[config.mk]
export PLATFORM = sky130hd
export DESIGN_NAME = sram_arbiter
export DESIGN_NICKNAME = d
export VERILOG_FILES = /design/src/rtl/sram_arbiter.sv
export SDC_FILE = /design/constraint.sdc
export NUM_CORES = 1
export LEC_CHECK = 0
export ABC_CLOCK_PERIOD_IN_PS = 2600
export CAP_MARGIN = 20
export CORE_AREA = 5 5 122 124
export CTS_BUF_LIST = sky130_fd_sc_hd__clkbuf_4 sky130_fd_sc_hd__clkbuf_8 sky130_fd_sc_hd__clkbuf_16
export CTS_CLUSTER_SIZE = 14
export DETAILED_ROUTE_END_ITERATION = 8
export DIE_AREA = 0 0 127 129
export GPL_TIMING_DRIVEN = 1
export HOLD_SLACK_MARGIN = 0.1
export MAX_ROUTING_LAYER = met4
export PLACE_DENSITY = 0.62
export SYNTH_ARGS = -nofsm -noshare
export SYNTH_HDL_FRONTEND = slang
export SYNTH_SLANG_ARGS = --single-unit
[constraint.sdc]
create_clock -name clk -period 2.6 [get_ports clk]
set_input_delay 0.78 -clock clk [delete_from_list [all_inputs] [get_ports clk]]
set_output_delay 0.78 -clock clk [all_outputs]
set_load 0.005 [all_outputs]
[src/rtl/sram_arbiter.sv]
// sram_arbiter: shares one SRAM-like slave port between the instruction and
// data masters. Grant and all handshakes are combinational pass-through. An
// in-order owner FIFO routes every data_ok/rdata back to the master that
// issued the transaction.
// Optional build macro SRAM_ARB_RR_EN: round-robin priority instead of the
// fixed data-over-inst priority.
module sram_arbiter #(
    parameter int MAX_OUTSTANDING = 4
) (
    input  logic        clk,
    input  logic        reset,
    // instruction master
    input  logic        inst_req,
    input  logic        inst_wr,
    input  logic [1:0]  inst_size,
    input  logic [3:0]  inst_wstrb,
    input  logic [31:0] inst_addr,
    input  logic [31:0] inst_wdata,
    output logic        inst_addr_ok,
    output logic        inst_data_ok,
    output logic [31:0] inst_rdata,
    // data master
    input  logic        data_req,
    input  logic        data_wr,
    input  logic [1:0]  data_size,
    input  logic [3:0]  data_wstrb,
    input  logic [31:0] data_addr,
    input  logic [31:0] data_wdata,
    output logic        data_addr_ok,
    output logic        data_data_ok,
    output logic [31:0] data_rdata,
    // shared slave
    output logic        mem_req,
    output logic        mem_wr,
    output logic [1:0]  mem_size,
    output logic [3:0]  mem_wstrb,
    output logic [31:0] mem_addr,
    output logic [31:0] mem_wdata,
    input  logic        mem_addr_ok,
    input  logic        mem_data_ok,
    input  logic [31:0] mem_rdata
);
    localparam int PW = $clog2(MAX_OUTSTANDING);
    localparam int CW = PW + 1;
    localparam logic [CW-1:0] FULL_CNT = CW'(MAX_OUTSTANDING);

    // owner encoding: 0 = inst, 1 = data
    logic [MAX_OUTSTANDING-1:0] owner_q, owner_d;
    logic [PW-1:0]              wptr_q, wptr_d, rptr_q, rptr_d;
    logic [CW-1:0]              count_q, count_d;
    logic                       lock_valid_q, lock_valid_d;
    logic                       lock_owner_q, lock_owner_d;
`ifdef SRAM_ARB_RR_EN
    logic                       last_owner_q, last_owner_d;
`endif

    logic gnt;      // 1 = data master granted
    logic full;
    logic push;
    logic pop;
    logic head_owner;

    assign full       = (count_q == FULL_CNT);
    assign head_owner = owner_q[rptr_q];

    // Grant: a live lock wins; otherwise contention goes by priority policy.
    always_comb begin
        gnt = data_req;
        if (lock_valid_q && (lock_owner_q ? data_req : inst_req)) begin
            gnt = lock_owner_q;
        end else if (inst_req && data_req) begin
`ifdef SRAM_ARB_RR_EN
            gnt = ~last_owner_q;
`else
            gnt = 1'b1;
`endif
        end
    end

    // Request mux and handshake routing; everything is forced quiet in reset.
    always_comb begin
        mem_req      = (gnt ? data_req : inst_req) & ~full & ~reset;
        mem_wr       = gnt ? data_wr    : inst_wr;
        mem_size     = gnt ? data_size  : inst_size;
        mem_wstrb    = gnt ? data_wstrb : inst_wstrb;
        mem_addr     = gnt ? data_addr  : inst_addr;
        mem_wdata    = gnt ? data_wdata : inst_wdata;
        push         = mem_req & mem_addr_ok;
        // a response with nothing outstanding is a slave error and is dropped
        pop          = mem_data_ok & (count_q != '0) & ~reset;
        inst_addr_ok = push & ~gnt;
        data_addr_ok = push &  gnt;
        inst_data_ok = pop & ~head_owner;
        data_data_ok = pop &  head_owner;
        inst_rdata   = mem_rdata;
        data_rdata   = mem_rdata;
    end

    // Next state of the owner FIFO, the lock and the round-robin pointer.
    always_comb begin
        owner_d      = owner_q;
        wptr_d       = wptr_q;
        rptr_d       = rptr_q;
        count_d      = count_q;
        if (push) begin
            owner_d[wptr_q] = gnt;
            wptr_d          = wptr_q + 1'b1;
        end
        if (pop) begin
            rptr_d = rptr_q + 1'b1;
        end
        case ({push, pop})
            2'b10:   count_d = count_q + 1'b1;
            2'b01:   count_d = count_q - 1'b1;
            default: count_d = count_q;
        endcase
        // hold the grant while the slave has seen mem_req but not accepted it
        lock_valid_d = mem_req & ~mem_addr_ok;
        lock_owner_d = lock_valid_d ? gnt : lock_owner_q;
`ifdef SRAM_ARB_RR_EN
        last_owner_d = push ? gnt : last_owner_q;
`endif
    end

    // State registers, synchronous active-high reset.
    always_ff @(posedge clk) begin
        if (reset) begin
            owner_q      <= '0;
            wptr_q       <= '0;
            rptr_q       <= '0;
            count_q      <= '0;
            lock_valid_q <= 1'b0;
            lock_owner_q <= 1'b0;
`ifdef SRAM_ARB_RR_EN
            last_owner_q <= 1'b1;
`endif
        end else begin
            owner_q      <= owner_d;
            wptr_q       <= wptr_d;
            rptr_q       <= rptr_d;
            count_q      <= count_d;
            lock_valid_q <= lock_valid_d;
            lock_owner_q <= lock_owner_d;
`ifdef SRAM_ARB_RR_EN
            last_owner_q <= last_owner_d;
`endif
        end
    end
endmodule
Yosys cells after proc, flatten, opt, wreduce, memory -nomap -nowiden
Index checks and enable logic that the tools add are counted.

Input bits: 180. Output and inout bits: 140. Word-level logic and storage cells: 51. Flip-flop bits (word level): 13.

Add/subtract/negate cells: 4. Mux-type cells: 15. Bitwise operators: 15. Reductions and logical operators: 5. Magnitude comparators: 3. Equality and inequality tests: 3.

Operators by type and width (count): 32-bit 2-to-1 mux (2); 1-bit bitwise AND (10); 1-bit 2-to-1 mux (7); 2-bit by 3-bit less-than comparator with 1-bit output, second input constant (2); 3-bit one-hot mux with 2 select lines (1); 1-bit NOT (5); 2-bit by 1-bit adder with 2-bit output, second input constant (2); 4-bit bitwise mux (1); 4-bit 2-to-1 mux (1); 3-bit by 1-bit adder with 3-bit output, second input constant (1); 3-bit equality test, second input constant (1); 1-bit logical AND (3); 3-bit nonzero test (1); 3-bit by 1-bit subtractor with 3-bit output, second input constant (1); 1-bit binary-select mux with 2-bit select (1); 1-bit demux with 2-bit select (1); 2-bit by 1-bit equality test with 1-bit output, second input constant (1); 2-bit equality test, second input constant (1); 2-bit by 1-bit greater-or-equal comparator with 1-bit output, second input constant (1); 2-bit 2-to-1 mux (1); 2-bit nonzero test (1).

Longest topological paths before layout
Gate-level depths: netlist of run 1.

Depth in word-level cells: 9. Depth in mapped cells: 8.

Least setup slack after synthesis of run 1
Ideal clock, no wire load.

Path type: input -> register. Start point: in reset. End point: reg count_q[2]. Stages on the path: 8. Slack: 99 ps. Setup time: 71 ps. Data arrival time: 2431 ps. Cells stage by stage: o21ba_2 -> buf_2 -> nand3_1 -> ha_1 -> fa_1 -> xnor2_1 -> or3_1 -> a21oi_1.

Longest elaborated chain between the ends: 5. Elaborated cells on any way between the ends: 8. Those cells by class: eq/ne (2); mux (1); bitwise (4); reduce/logical (1).

RTL lines: start, declared (RTL line 11) `input logic reset,`; 1-bit NOT (RTL line 82, 90); 1-bit bitwise AND (RTL line 82) `mem_req = (gnt ? data_req : inst_req) & ~full & ~reset;`; 1-bit bitwise AND (RTL line 88) `push = mem_req & mem_addr_ok;`; 2-bit by 1-bit equality test with 1-bit output or 2-bit equality test (tied branches) (RTL line 112) `case ({push, pop})`; 3-bit one-hot mux with 2 select lines or 2-bit nonzero test (tied branches); end signal, assigned (RTL line 141) `count_q <= count_d;`; end, declared (RTL line 50) `logic [CW-1:0] count_q, count_d;`.

Parallel ways exist; a longest one is shown, timed or not. A chain may end at the register's enable or synchronous reset.

Final worst setup path of run 1
Start point: in inst_req. End point: out mem_wdata[16].

Longest elaborated chain between the ends: 4. Elaborated cells on any way between the ends: 6. Those cells by class: mux (4); reduce/logical (2).

RTL lines: start, declared (RTL line 13) `input logic inst_req,`; 1-bit logical AND or 1-bit 2-to-1 mux (tied branches) (RTL line 71, 69); 1-bit 2-to-1 mux or 1-bit logical AND (tied branches) (RTL line 71, 69); 1-bit 2-to-1 mux * (RTL line 69) `if (lock_valid_q && (lock_owner_q ? data_req : inst_req)) begin`; 32-bit 2-to-1 mux * (RTL line 87) `mem_wdata = gnt ? data_wdata : inst_wdata;`; end, declared (RTL line 38) `output logic [31:0] mem_wdata,`.

Every way passes the cells marked *; elsewhere a longest branch is shown, timed or not.

==> results of run 1 <==
[kinds of logic (layout without fill, tap and decap cells)]
family          count (synthesis)  after routing
mux                            77             77
compound gates                 13             13
simple gates                   26             26
xor+xnor                        4              4
flops                          13             13
other cells                     0              4
fa+ha+maj                       6              6
buf+inv                        81            277
[worst max-delay path: cells and delay by family]
family | cells | cell delay (ns)
simple gates | 1 | 0.04
mux | 1 | 0.30
compound gates | 1 | 0.15
buf+inv | 6 | 0.71
[final timing paths]
check	from	to	slack, ns	cells after the start
setup / recovery	inst_req	mem_wdata[16]	-0.16	9
hold / removal	owner_q[3]$_SDFFE_PP0P_	owner_q[3]$_SDFFE_PP0P_	0.46	2
setup reg to reg	count_q[0]$_SDFFE_PP0P_	count_q[2]$_SDFFE_PP0P_	0.33	7
hold reg to reg	owner_q[3]$_SDFFE_PP0P_	owner_q[3]$_SDFFE_PP0P_	0.46	2
[state kept, by name, indices dropped and copies added, names as in the netlist]
name          cells
count_q           3
lock_owner_q      1
owner_q           4
wptr_q            2
rptr_q            2
lock_valid_q      1
[cell usage after synthesis (2+ instances only)]
cell type,number
sky130_fd_sc_hd__xor2_1,3
sky130_fd_sc_hd__inv_1,5
sky130_fd_sc_hd__ha_1,5
sky130_fd_sc_hd__o31ai_1,4
sky130_fd_sc_hd__nand2_1,6
sky130_fd_sc_hd__nor2_1,7
sky130_fd_sc_hd__clkbuf_1,2
sky130_fd_sc_hd__buf_4,69
sky130_fd_sc_hd__nand4_1,6
sky130_fd_sc_hd__mux2_1,13
sky130_fd_sc_hd__buf_6,3
sky130_fd_sc_hd__mux2i_1,5
sky130_fd_sc_hd__dfxtp_1,13
sky130_fd_sc_hd__buf_2,2
sky130_fd_sc_hd__mux2_2,58
sky130_fd_sc_hd__a21oi_1,3
sky130_fd_sc_hd__o311ai_0,2
[what timing repair did]
action	CTS	global route
setup endpoints to repair	77	73
hold buffers	0	0
gates cloned	4	0
gates resized for setup	427	55
setup buffers	18	11
pin swaps	4	2
endpoints found under the hold margin	0	0
[layout make-up]
cell class                 instances  area share
timing repair buffer             268       0.568
clock buffer                       4      0.0169
multi-input combinational        126       0.310
inverter                           5     0.00384
sequential                        13      0.0532
antenna                            4     0.00205
tap                              180      0.0461
[per-stage QoR]
| stage | utilization | worst slack, ns | total power, W | cell area (um2) |
|---|---|---|---|---|
| after floorplan | - | 0.0987 | 0.000508 | 2070 |
| after global placement | 0.303 | -0.948 | 0.000928 | 4130 |
| after detailed placement | 0.303 | -0.958 | 0.000930 | 4130 |
| after CTS | 0.354 | -0.275 | 0.00139 | 4830 |
| after global routing | 0.358 | -0.209 | 0.00146 | 4890 |
| final | 0.358 | -0.164 | 0.00140 | 4890 |
[placed cells by master (no fill, tap or decap), types with 3 or more instances in the layout]
cell,Yosys,routed
sky130_fd_sc_hd__mux2_2,58,4
sky130_fd_sc_hd__nand4_1,6,6
sky130_fd_sc_hd__clkbuf_2,0,8
sky130_fd_sc_hd__o31ai_1,4,3
sky130_fd_sc_hd__mux2_4,0,65
sky130_fd_sc_hd__clkbuf_16,0,3
sky130_fd_sc_hd__diode_2,0,4
sky130_fd_sc_hd__buf_8,0,7
sky130_fd_sc_hd__buf_12,0,8
sky130_fd_sc_hd__buf_2,2,3
sky130_fd_sc_hd__inv_1,5,5
sky130_fd_sc_hd__nor2_1,7,5
sky130_fd_sc_hd__dfxtp_1,13,13
sky130_fd_sc_hd__dlygate4sd2_1,0,7
sky130_fd_sc_hd__buf_4,69,19
sky130_fd_sc_hd__mux2i_1,5,5
sky130_fd_sc_hd__nand2_1,6,5
sky130_fd_sc_hd__xor2_1,3,3
sky130_fd_sc_hd__clkdlybuf4s50_1,0,143
sky130_fd_sc_hd__buf_6,3,72
sky130_fd_sc_hd__a21oi_1,3,3
sky130_fd_sc_hd__ha_1,5,4
[metal layers]
layer | part of all wire | routed length (um) | up-vias
met5 | 0 | 0 | -
met4 | 0.0074 | 97 | 0
met3 | 0.11 | 1430 | 6
met2 | 0.49 | 6440 | 158
met1 | 0.39 | 5140 | 1084
li1 | - | - | 1098
[power groups by stage]
stage          Combinational [W]  Clock (W)  Sequential, W
2_1_floorplan           0.000282          0       0.000226
3_3_place_gp            0.000699          0       0.000229
6_report                0.000874   0.000294       0.000229
4_1_cts                 0.000862   0.000299       0.000229
3_5_place_dp            0.000701          0       0.000230
5_1_grt                 0.000918   0.000309       0.000231
==> results_dict.tcl, run 1 <==
set metrics [dict create \
    outcome "finished with violations" \
    violations_in_the_final_reports "negative setup slack" \
    sw_ratio 0.262 \
    ant_nets 0 \
    num_vias 2346 \
    vias_in_the_first_global_route 2561 \
    cts_bufs_inserted 3 \
    combinational_family_with_the_most_area_after_synthesis "multiplexers" \
    period_share 1.06 \
    timing.critical_path.from_type "input port" \
    ys.flop_type "sky130_fd_sc_hd__dfxtp_1" \
    synth_top_cell_by_area "sky130_fd_sc_hd__mux2_2" \
    slew_violations 0 \
    cts.htree.levels 1 \
    number_of_instances_in_the_placed_design 567 \
    cp_data_required_time_ns 1.82 \
    nNetsFinal 603 \
    area_added_between_synthesis_and_finish_pct 136 \
    grt_remaining_overflow 0 \
    crit_path_max_fanout 8 \
    share_seq_of_total_power 0.164 \
    cts_tree "built" \
    postRouteWirelength_mm 13.1 \
    detailedRoute.firstIterationViolations 99 \
    fin_setup_tns_ns -5.95 \
    use_met3 0.0702 \
    synth-async-reset-ratio 0 \
    synth.distinct_cells 31 \
    max-slew-margin-rel 0.707 \
    cp-end-kind "primary output" \
    detail_route.drc_violations 0 \
    crit_type "input port to primary output" \
    power.combinational.fraction 0.625 \
    ff_latch_area_um2 260 \
    synth-edff-count 0 \
    worst-endpoint-arrival_ns 1.98 \
    mappedNetlistArea_um2 2070 \
    ys_seq_area_frac 0.126 \
    hold_path.class "flip-flop to flip-flop" \
    yosys_register_bits 13 \
    hpwl_mm 10.3 \
    unrepaired_setup_endpoints_after_global_routing "true" \
    synthAdderAreaFrac 0.0399 \
    globalRouteMet1Util 0.165 \
    ir_worst_vdd_uv 344 \
    final_layout_size_suffix_gt1_frac 0.481 \
    grt_pass1_wl_mm 17.9 \
    achievable-frequency_mhz 362 \
    max_cap_violations 0 \
    timing.critical_path.slowest_stage_cell "sky130_fd_sc_hd__mux2_4" \
    cell_internal_pwr_w 0.00103 \
    synthMuxAreaShare 0.421 \
    fillers 1366 \
    final_period_minus_worst_setup_slack_ns 2.76 \
    critPathMostFrequentCell "sky130_fd_sc_hd__buf_8" \
    net-switching-power_w 0.000367 \
    gp_congestion 0.953 \
    grt_most_used_layer "met2" \
    synth.net_count 406 \
    syn_avg_cell_area_um2 9.41 \
    synth.yosys.warnings 0 \
    root_buffer "sky130_fd_sc_hd__clkbuf_16" \
    post_syn_instances 220 \
    cts.clk_slew.worst_paths_ns 0.04 \
    insertion_delay_ns 0.24 \
    crit_path_cell_trace "buf_8 -> nand2_4 -> o21ai_4 -> buf_12 -> buf_8 -> buf_12 -> buf_8 -> mux2_4 -> buf_6" \
    detail_route.wl_per_cell_um 21.8 \
    top_cells_by_area_synth "sky130_fd_sc_hd__mux2_2 (32%), sky130_fd_sc_hd__buf_4 (25%), sky130_fd_sc_hd__dfxtp_1 (13%)" \
    finish.cell_count_without_fillers 600 \
    total_die_area_um2 16400 \
    grt_antenna_before_repair 4 \
    timing.final.ws_setup_ns -0.164 \
    coreArea_um2 13700 \
    drt-pass1-iter-count 4 \
    gr-usage-all-layers 0.149 \
    placementRows 43 \
    cts_sinks 13 \
    max_slew.worst_pin.slew_ns 0.439 \
    critical_path.max_stage_delay_ns 0.30 \
    report.final.hold_viol_count 0 \
    cts_buffer_depth 2 \
    synthesized_area_fraction_occupied_by_xor_and_xnor_cells 0.0169 \
    timing.final.setup_violations 68 \
    clock_skew_ns 0.00122 \
    clock_power_share 0.211 \
    die_span_in_y_um 129 \
    floorplan.io_pins 320 \
    die_x_um 127 \
    via_per_inst 3.91 \
    power_density_nw_per_um2 286 \
    maximum_number_of_pins_on_one_net_before_global_route_repair 11 \
    globalRouteMet2Util 0.256 \
    synth_compound_gate_area_share 0.0489 \
    leakage_nw 2.22 \
    multiInputGateArea_um2 1510 \
    starting_density 0.152 \
    holdWs_ns 0.460 \
    synth-simple-area-share 0.0634 \
    placement.io_buffers 223 \
    synth_largest_type_area_fraction 0.315 \
]
No activity file was read; power rests on OpenSTA's default activity.
==> run 2, diff against run 1 <==
==> constraint.sdc (replaced) <==
create_clock -name clk -period 2.6 [get_ports clk]
set_input_delay 0.78 -clock clk [delete_from_list [all_inputs] [get_ports clk]]
set_output_delay 0.78 -clock clk [all_outputs]
set_load 0.02 [all_outputs]
==> run 2 against run 1 <==
  * The flow still finishes with violations (negative setup slack)
  * Sequential cell count unchanged
  * Design area shrank 3.8%
  * Combinational power grew 9.3%
  * Clock power hardly changed
  * Cell count shrank 0.50%
  * Critical path depth stayed put
  * Register-to-register slack improved by 0.18 ns
  * First-iteration DRC count shrank 42%
  * Critical endpoint is now mem_wdata[22]
  * Largest cell class unchanged
==> results_dict.tcl, run 2 (synthesis gave the netlist of run 1 again) <==
set metrics [dict create \
    grt_antenna_before_repair 1 \
    cp_data_required_time_ns 1.82 \
    final_period_minus_worst_setup_slack_ns 2.79 \
    placement.io_buffers 223 \
    max_slew.worst_pin.slew_ns 0.390 \
    hpwl_mm 10.1 \
    globalRouteMet2Util 0.262 \
    globalRouteMet1Util 0.167 \
    placementRows 43 \
    floorplan.io_pins 320 \
    sw_ratio 0.324 \
    power_density_nw_per_um2 314 \
    detail_route.wl_per_cell_um 22.2 \
    max_cap_violations 0 \
    fin_setup_tns_ns -6.88 \
    grt_most_used_layer "met2" \
    cts_tree "built" \
    vias_in_the_first_global_route 2641 \
    registers.top_by_ff_count "owner_q" \
    grt_remaining_overflow 0 \
    violations_in_the_final_reports "negative setup slack" \
    cts_sinks 13 \
    timing.critical_path.from_type "input port" \
    ant_nets 0 \
    hold_path.class "flip-flop to flip-flop" \
    power.combinational.fraction 0.647 \
    drt-pass1-iter-count 4 \
    clock_power_share 0.200 \
    ff_to_ff_path_depth 8 \
    net-switching-power_w 0.000479 \
    die_span_in_y_um 129 \
    nNetsFinal 603 \
    gr-usage-all-layers 0.152 \
    detail_route.drc_violations 0 \
    ir_worst_vdd_uv 277 \
    insertion_delay_ns 0.24 \
    report.final.hold_viol_count 0 \
    gp_congestion 1.01 \
    use_met3 0.0619 \
    crit_path_max_fanout 7 \
    holdWs_ns 0.462 \
    max-slew-margin-rel 0.737 \
    root_buffer "sky130_fd_sc_hd__clkbuf_16" \
    num_vias 2355 \
    period_share 1.07 \
    clock_skew_ns 0.00113 \
    cts_buffer_depth 2 \
    final_layout_size_suffix_gt1_frac 0.471 \
    starting_density 0.152 \
    timing.final.ws_setup_ns -0.193 \
    share_seq_of_total_power 0.153 \
    cell_internal_pwr_w 0.000999 \
    detailedRoute.firstIterationViolations 57 \
    hold_depth 2 \
    postRouteWirelength_mm 13.3 \
    coreArea_um2 13700 \
    via_per_inst 3.94 \
    layout.cells.most_common "sky130_fd_sc_hd__clkdlybuf4s50_1" \
    largest_register_ff_count 4 \
    grt_pass1_wl_mm 17.8 \
    cts.clk_slew.worst_paths_ns 0.04 \
    total_die_area_um2 16400 \
    dp_slack_ns -1.02 \
    timing.final.setup_violations 69 \
    fin_util 0.344 \
    die_x_um 127 \
    slew_violations 0 \
    mostFrequentLayoutCells "sky130_fd_sc_hd__clkdlybuf4s50_1 (142), sky130_fd_sc_hd__buf_6 (54), sky130_fd_sc_hd__mux2_4 (44)" \
    cp-end-kind "primary output" \
    crit_type "input port to primary output" \
    outcome "finished with violations" \
    worst-endpoint-arrival_ns 2.01 \
    largestRegisters "owner_q (4), count_q (3)" \
    area_added_between_synthesis_and_finish_pct 127 \
    unrepaired_setup_endpoints_after_global_routing "true" \
    leakage_nw 2.11 \
    cts.htree.levels 1 \
    achievable-frequency_mhz 358 \
    maximum_number_of_pins_on_one_net_before_global_route_repair 14 \
    cts_bufs_inserted 3 \
]
[run 2: cell count changes in the layout (fill, tap and decap cells not counted), moves of 4 or more]
| cell | before | now |
|---|---|---|
| sky130_fd_sc_hd__dlygate4sd2_1 | 7 | 3 |
| sky130_fd_sc_hd__buf_4 | 19 | 32 |
| sky130_fd_sc_hd__clkbuf_2 | 8 | 0 |
| sky130_fd_sc_hd__buf_6 | 72 | 54 |
| sky130_fd_sc_hd__buf_16 | 0 | 5 |
| sky130_fd_sc_hd__mux2_1 | 2 | 10 |
| sky130_fd_sc_hd__mux2_2 | 4 | 17 |
| sky130_fd_sc_hd__buf_2 | 3 | 25 |
| sky130_fd_sc_hd__buf_8 | 7 | 3 |
| sky130_fd_sc_hd__mux2_4 | 65 | 44 |
| sky130_fd_sc_hd__buf_12 | 8 | 3 |
[run 2: routing by layer]
metal  vias to the layer above  part of all wire
li1                       1097                 -
met2                       164              0.50
met3                        11              0.10
met5                         -                 0
met4                         0            0.0076
met1                      1083              0.39
[run 2: area by class of cell]
type                       instances  area (um2)
sequential                        13         260
tap                              180         225
fill                            1393        8960
antenna                            1        2.50
multi-input combinational        126        1440
clock buffer                       4        82.6
inverter                           5        18.8
timing repair buffer             268        2680
[run 2: worst max-delay path, stage by stage]
cell                      delay (ns)
sky130_fd_sc_hd__buf_8          0.08
sky130_fd_sc_hd__nand2_4        0.04
sky130_fd_sc_hd__o21ai_4        0.15
sky130_fd_sc_hd__buf_6          0.14
sky130_fd_sc_hd__buf_12         0.11
sky130_fd_sc_hd__buf_16         0.12
sky130_fd_sc_hd__buf_8          0.11
sky130_fd_sc_hd__mux2_4         0.33
sky130_fd_sc_hd__buf_6          0.14
[run 2: worst paths after layout]
check / startpoint / to / slack, ns
hold / removal: owner_q[3]$_SDFFE_PP0P_ / owner_q[3]$_SDFFE_PP0P_ / 0.46
hold reg to reg: owner_q[3]$_SDFFE_PP0P_ / owner_q[3]$_SDFFE_PP0P_ / 0.46
setup reg to reg: count_q[1]$_SDFFE_PP0P_ / count_q[2]$_SDFFE_PP0P_ / 0.51
setup / recovery: inst_req / mem_wdata[22] / -0.19
[run 2: through the flow]
stage	instance area (um2)	power (W)	cells
floorplan	2070	0.000690	220
global placement	4070	0.00103	563
detailed placement	4070	0.00103	563
CTS	4680	0.00148	596
global route	4700	0.00154	597
finish	4700	0.00148	597
[run 2: power groups by stage]
stage,Clock (W),Sequential (W),Combinational (W)
finish,0.000296,0.000226,0.000955
detailed placement,0,0.000228,0.000806
global placement,0,0.000227,0.000802
floorplan,0,0.000226,0.000464
CTS,0.000302,0.000224,0.000955
global route,0.000311,0.000228,0.000999
[run 2: what timing repair did]
item / CTS / global route
setup endpoints to repair: 77 / 75
hold buffers: 0 / 0
pin swaps: 2 / 3
cloned: 6 / 0
resized for setup: 424 / 19
setup buffers: 23 / 2
==> run 3, diff against run 2 <==
CORE_AREA = 5 5 123 125   (was 5 5 122 124)
DIE_AREA = 0 0 128 130   (was 0 0 127 129)
DONT_BUFFER_PORTS = 1   (was not set)
PLACE_DENSITY = 0.3   (was 0.62)
==> run 3 against run 2 <==
  * The flow now finishes without violations
  * Routed wire length fell by 41%
  * Global-route usage fell by 7.1 points
  * Sequential power barely moved
  * Register-to-register slack got worse by 0.19 ns
  * Count of clock-buffer cells in the layout did not move
  * Die area rose by 1.6%
  * Power fell by 40%
  * Via count fell by 45%
  * Clock power rose by 2%
  * Design area fell by 60%
  * Critical endpoint is now mem_wdata[19]
  * Largest power group unchanged
==> results_dict.tcl, run 3 (synthesis gave the netlist of run 1 again) <==
set metrics [dict create \
    outcome "completed" \
    postRouteWirelength_mm 7.80 \
    cts.htree.levels 1 \
    timing.critical_path.from_type "input port" \
    leakage_nw 0.667 \
    timing.final.setup_violations 0 \
    cts_sinks 13 \
    ir_worst_vdd_uv 162 \
    insertion_delay_ns 0.24 \
    post_cts_resize_count 0 \
    cts_bufs_inserted 3 \
    fillers 1565 \
    ff_to_ff_path_depth 7 \
    holdWs_ns 0.461 \
    unrepaired_setup_endpoints_after_global_routing "false" \
    registers.top_by_ff_count "owner_q" \
    final_layout_size_suffix_gt1_frac 0.465 \
    coreArea_um2 13800 \
    final_period_minus_worst_setup_slack_ns 2.53 \
    detailedRoute.firstIterationViolations 13 \
    min_to "owner_q[1]$_SDFFE_PP0P_" \
    detail_route.drc_violations 0 \
    crit_path_max_fanout 36 \
    hold_path_startpoint "owner_q[1]$_SDFFE_PP0P_" \
    vias_in_the_first_global_route 1379 \
    slew_violations 0 \
    placementRows 43 \
    cp_data_required_time_ns 1.82 \
    period_share 0.975 \
    via_per_inst 3.85 \
    cts.clk_slew.worst_paths_ns 0.04 \
    ff2ff_setup_slack_ns 0.32 \
    grt_remaining_overflow 0 \
    placement.io_buffers 0 \
    detail_route.wl_per_cell_um 23.3 \
    hold_depth 2 \
    grt_antenna_before_repair 0 \
    report.final.hold_viol_count 0 \
    max_slew.worst_pin.slew_ns 0.510 \
    max_cap_violations 0 \
    die_x_um 128 \
    floorplan.io_pins 320 \
    ant_nets 0 \
    achievable-frequency_mhz 395 \
    num_vias 1290 \
    starting_density 0.150 \
    area_added_between_synthesis_and_finish_pct -8.88 \
    worst-endpoint-arrival_ns 1.75 \
    crit_type "input port to primary output" \
    max-slew-margin-rel 0.657 \
    holdBufCountCts 0 \
    gp_congestion 0.820 \
    nNetsFinal 342 \
    largestRegisters "owner_q (4), count_q (3)" \
    power_density_nw_per_um2 472 \
    crit-reg2reg-capture "count_q[2]$_SDFFE_PP0P_" \
    fin_util 0.137 \
    hold_path.class "flip-flop to flip-flop" \
    total_die_area_um2 16600 \
    cts_post_setup_buffers_inserted 0 \
    cts_buffer_depth 2 \
    grt_pass1_wl_mm 9.61 \
    fin_setup_tns_ns 0 \
    cts_tree "built" \
    root_buffer "sky130_fd_sc_hd__clkbuf_16" \
    maximum_number_of_pins_on_one_net_before_global_route_repair 39 \
    antennaDiodeCount 0 \
    drt-pass1-iter-count 4 \
    mostFrequentLayoutCells "sky130_fd_sc_hd__mux2_2 (58), sky130_fd_sc_hd__mux2_1 (13), sky130_fd_sc_hd__dfxtp_1 (13)" \
    layout.cells.most_common "sky130_fd_sc_hd__mux2_2" \
    clock_skew_ns 0.00253 \
    die_span_in_y_um 130 \
    gr-usage-all-layers 0.0807 \
    r2r_startpoint "count_q[0]$_SDFFE_PP0P_" \
    hpwl_mm 7.15 \
    largest_register_ff_count 4 \
    cp-end-kind "primary output" \
]
[run 3: cell types whose count changed in the layout (fill, tap and decap cells not counted), moves of 5 or more]
cell / change
sky130_fd_sc_hd__buf_6: -54
sky130_fd_sc_hd__mux2_4: -44
sky130_fd_sc_hd__buf_2: -25
sky130_fd_sc_hd__buf_16: -5
sky130_fd_sc_hd__mux2_2: +41
sky130_fd_sc_hd__clkdlybuf4s50_1: -142
sky130_fd_sc_hd__buf_4: -27
[run 3: power by group]
group	internal, W	switching, W
sequential	0.000212	0.0000140
combinational	0.000127	0.000236
clock	0.000217	0.0000840
[run 3: worst max path at each step]
| stage | startpoint | end | slack, ns | cells after the start |
|---|---|---|---|---|
| 3_3_place_gp | inst_req | mem_addr[13] | 0.06 | 4 |
| 6_report | inst_req | mem_wdata[19] | 0.07 | 4 |
| 5_1_grt | inst_req | mem_wdata[14] | 0.02 | 4 |
| 2_1_floorplan | inst_req | mem_wdata[10] | 0.08 | 5 |
| 3_5_place_dp | inst_req | mem_wdata[14] | 0.05 | 4 |
| 4_1_cts | inst_req | mem_wdata[14] | 0.04 | 4 |
[run 3: layout make-up]
class	instances	area, um2	share of cell area
flip-flops and latches	13	260	0.138
clock buffers	4	82.6	0.0438
multi-input cells	126	1220	0.648
inverters	5	18.8	0.00995
well taps	180	225	0.119
repair buffers	7	77.6	0.0411
[run 3: per-stage QoR]
| stage | setup slack, ns | total power (W) | std cells | instance area, um2 |
|---|---|---|---|---|
| after floorplan | 0.0850 | 0.000690 | 220 | 2070 |
| after global placement | 0.0604 | 0.000601 | 331 | 1800 |
| after detailed placement | 0.0457 | 0.000602 | 331 | 1800 |
| after CTS | 0.0447 | 0.000910 | 335 | 1890 |
| after global routing | 0.0203 | 0.000933 | 335 | 1890 |
| final | 0.0653 | 0.000891 | 335 | 1890 |
[run 3: metal layers]
layer	GRT usage	vias to the layer above	wire length, um
met3	0.0454	12	1100
met5	-	-	0
li1	-	574	-
met4	0.0181	0	82
met1	0.0819	570	2600
met2	0.136	134	4020
[run 3: worst max-delay path, stage by stage]
cell	delay [ns]
sky130_fd_sc_hd__nand2_1	0.06
sky130_fd_sc_hd__o21ai_4	0.19
sky130_fd_sc_hd__buf_12	0.23
sky130_fd_sc_hd__mux2_1	0.45
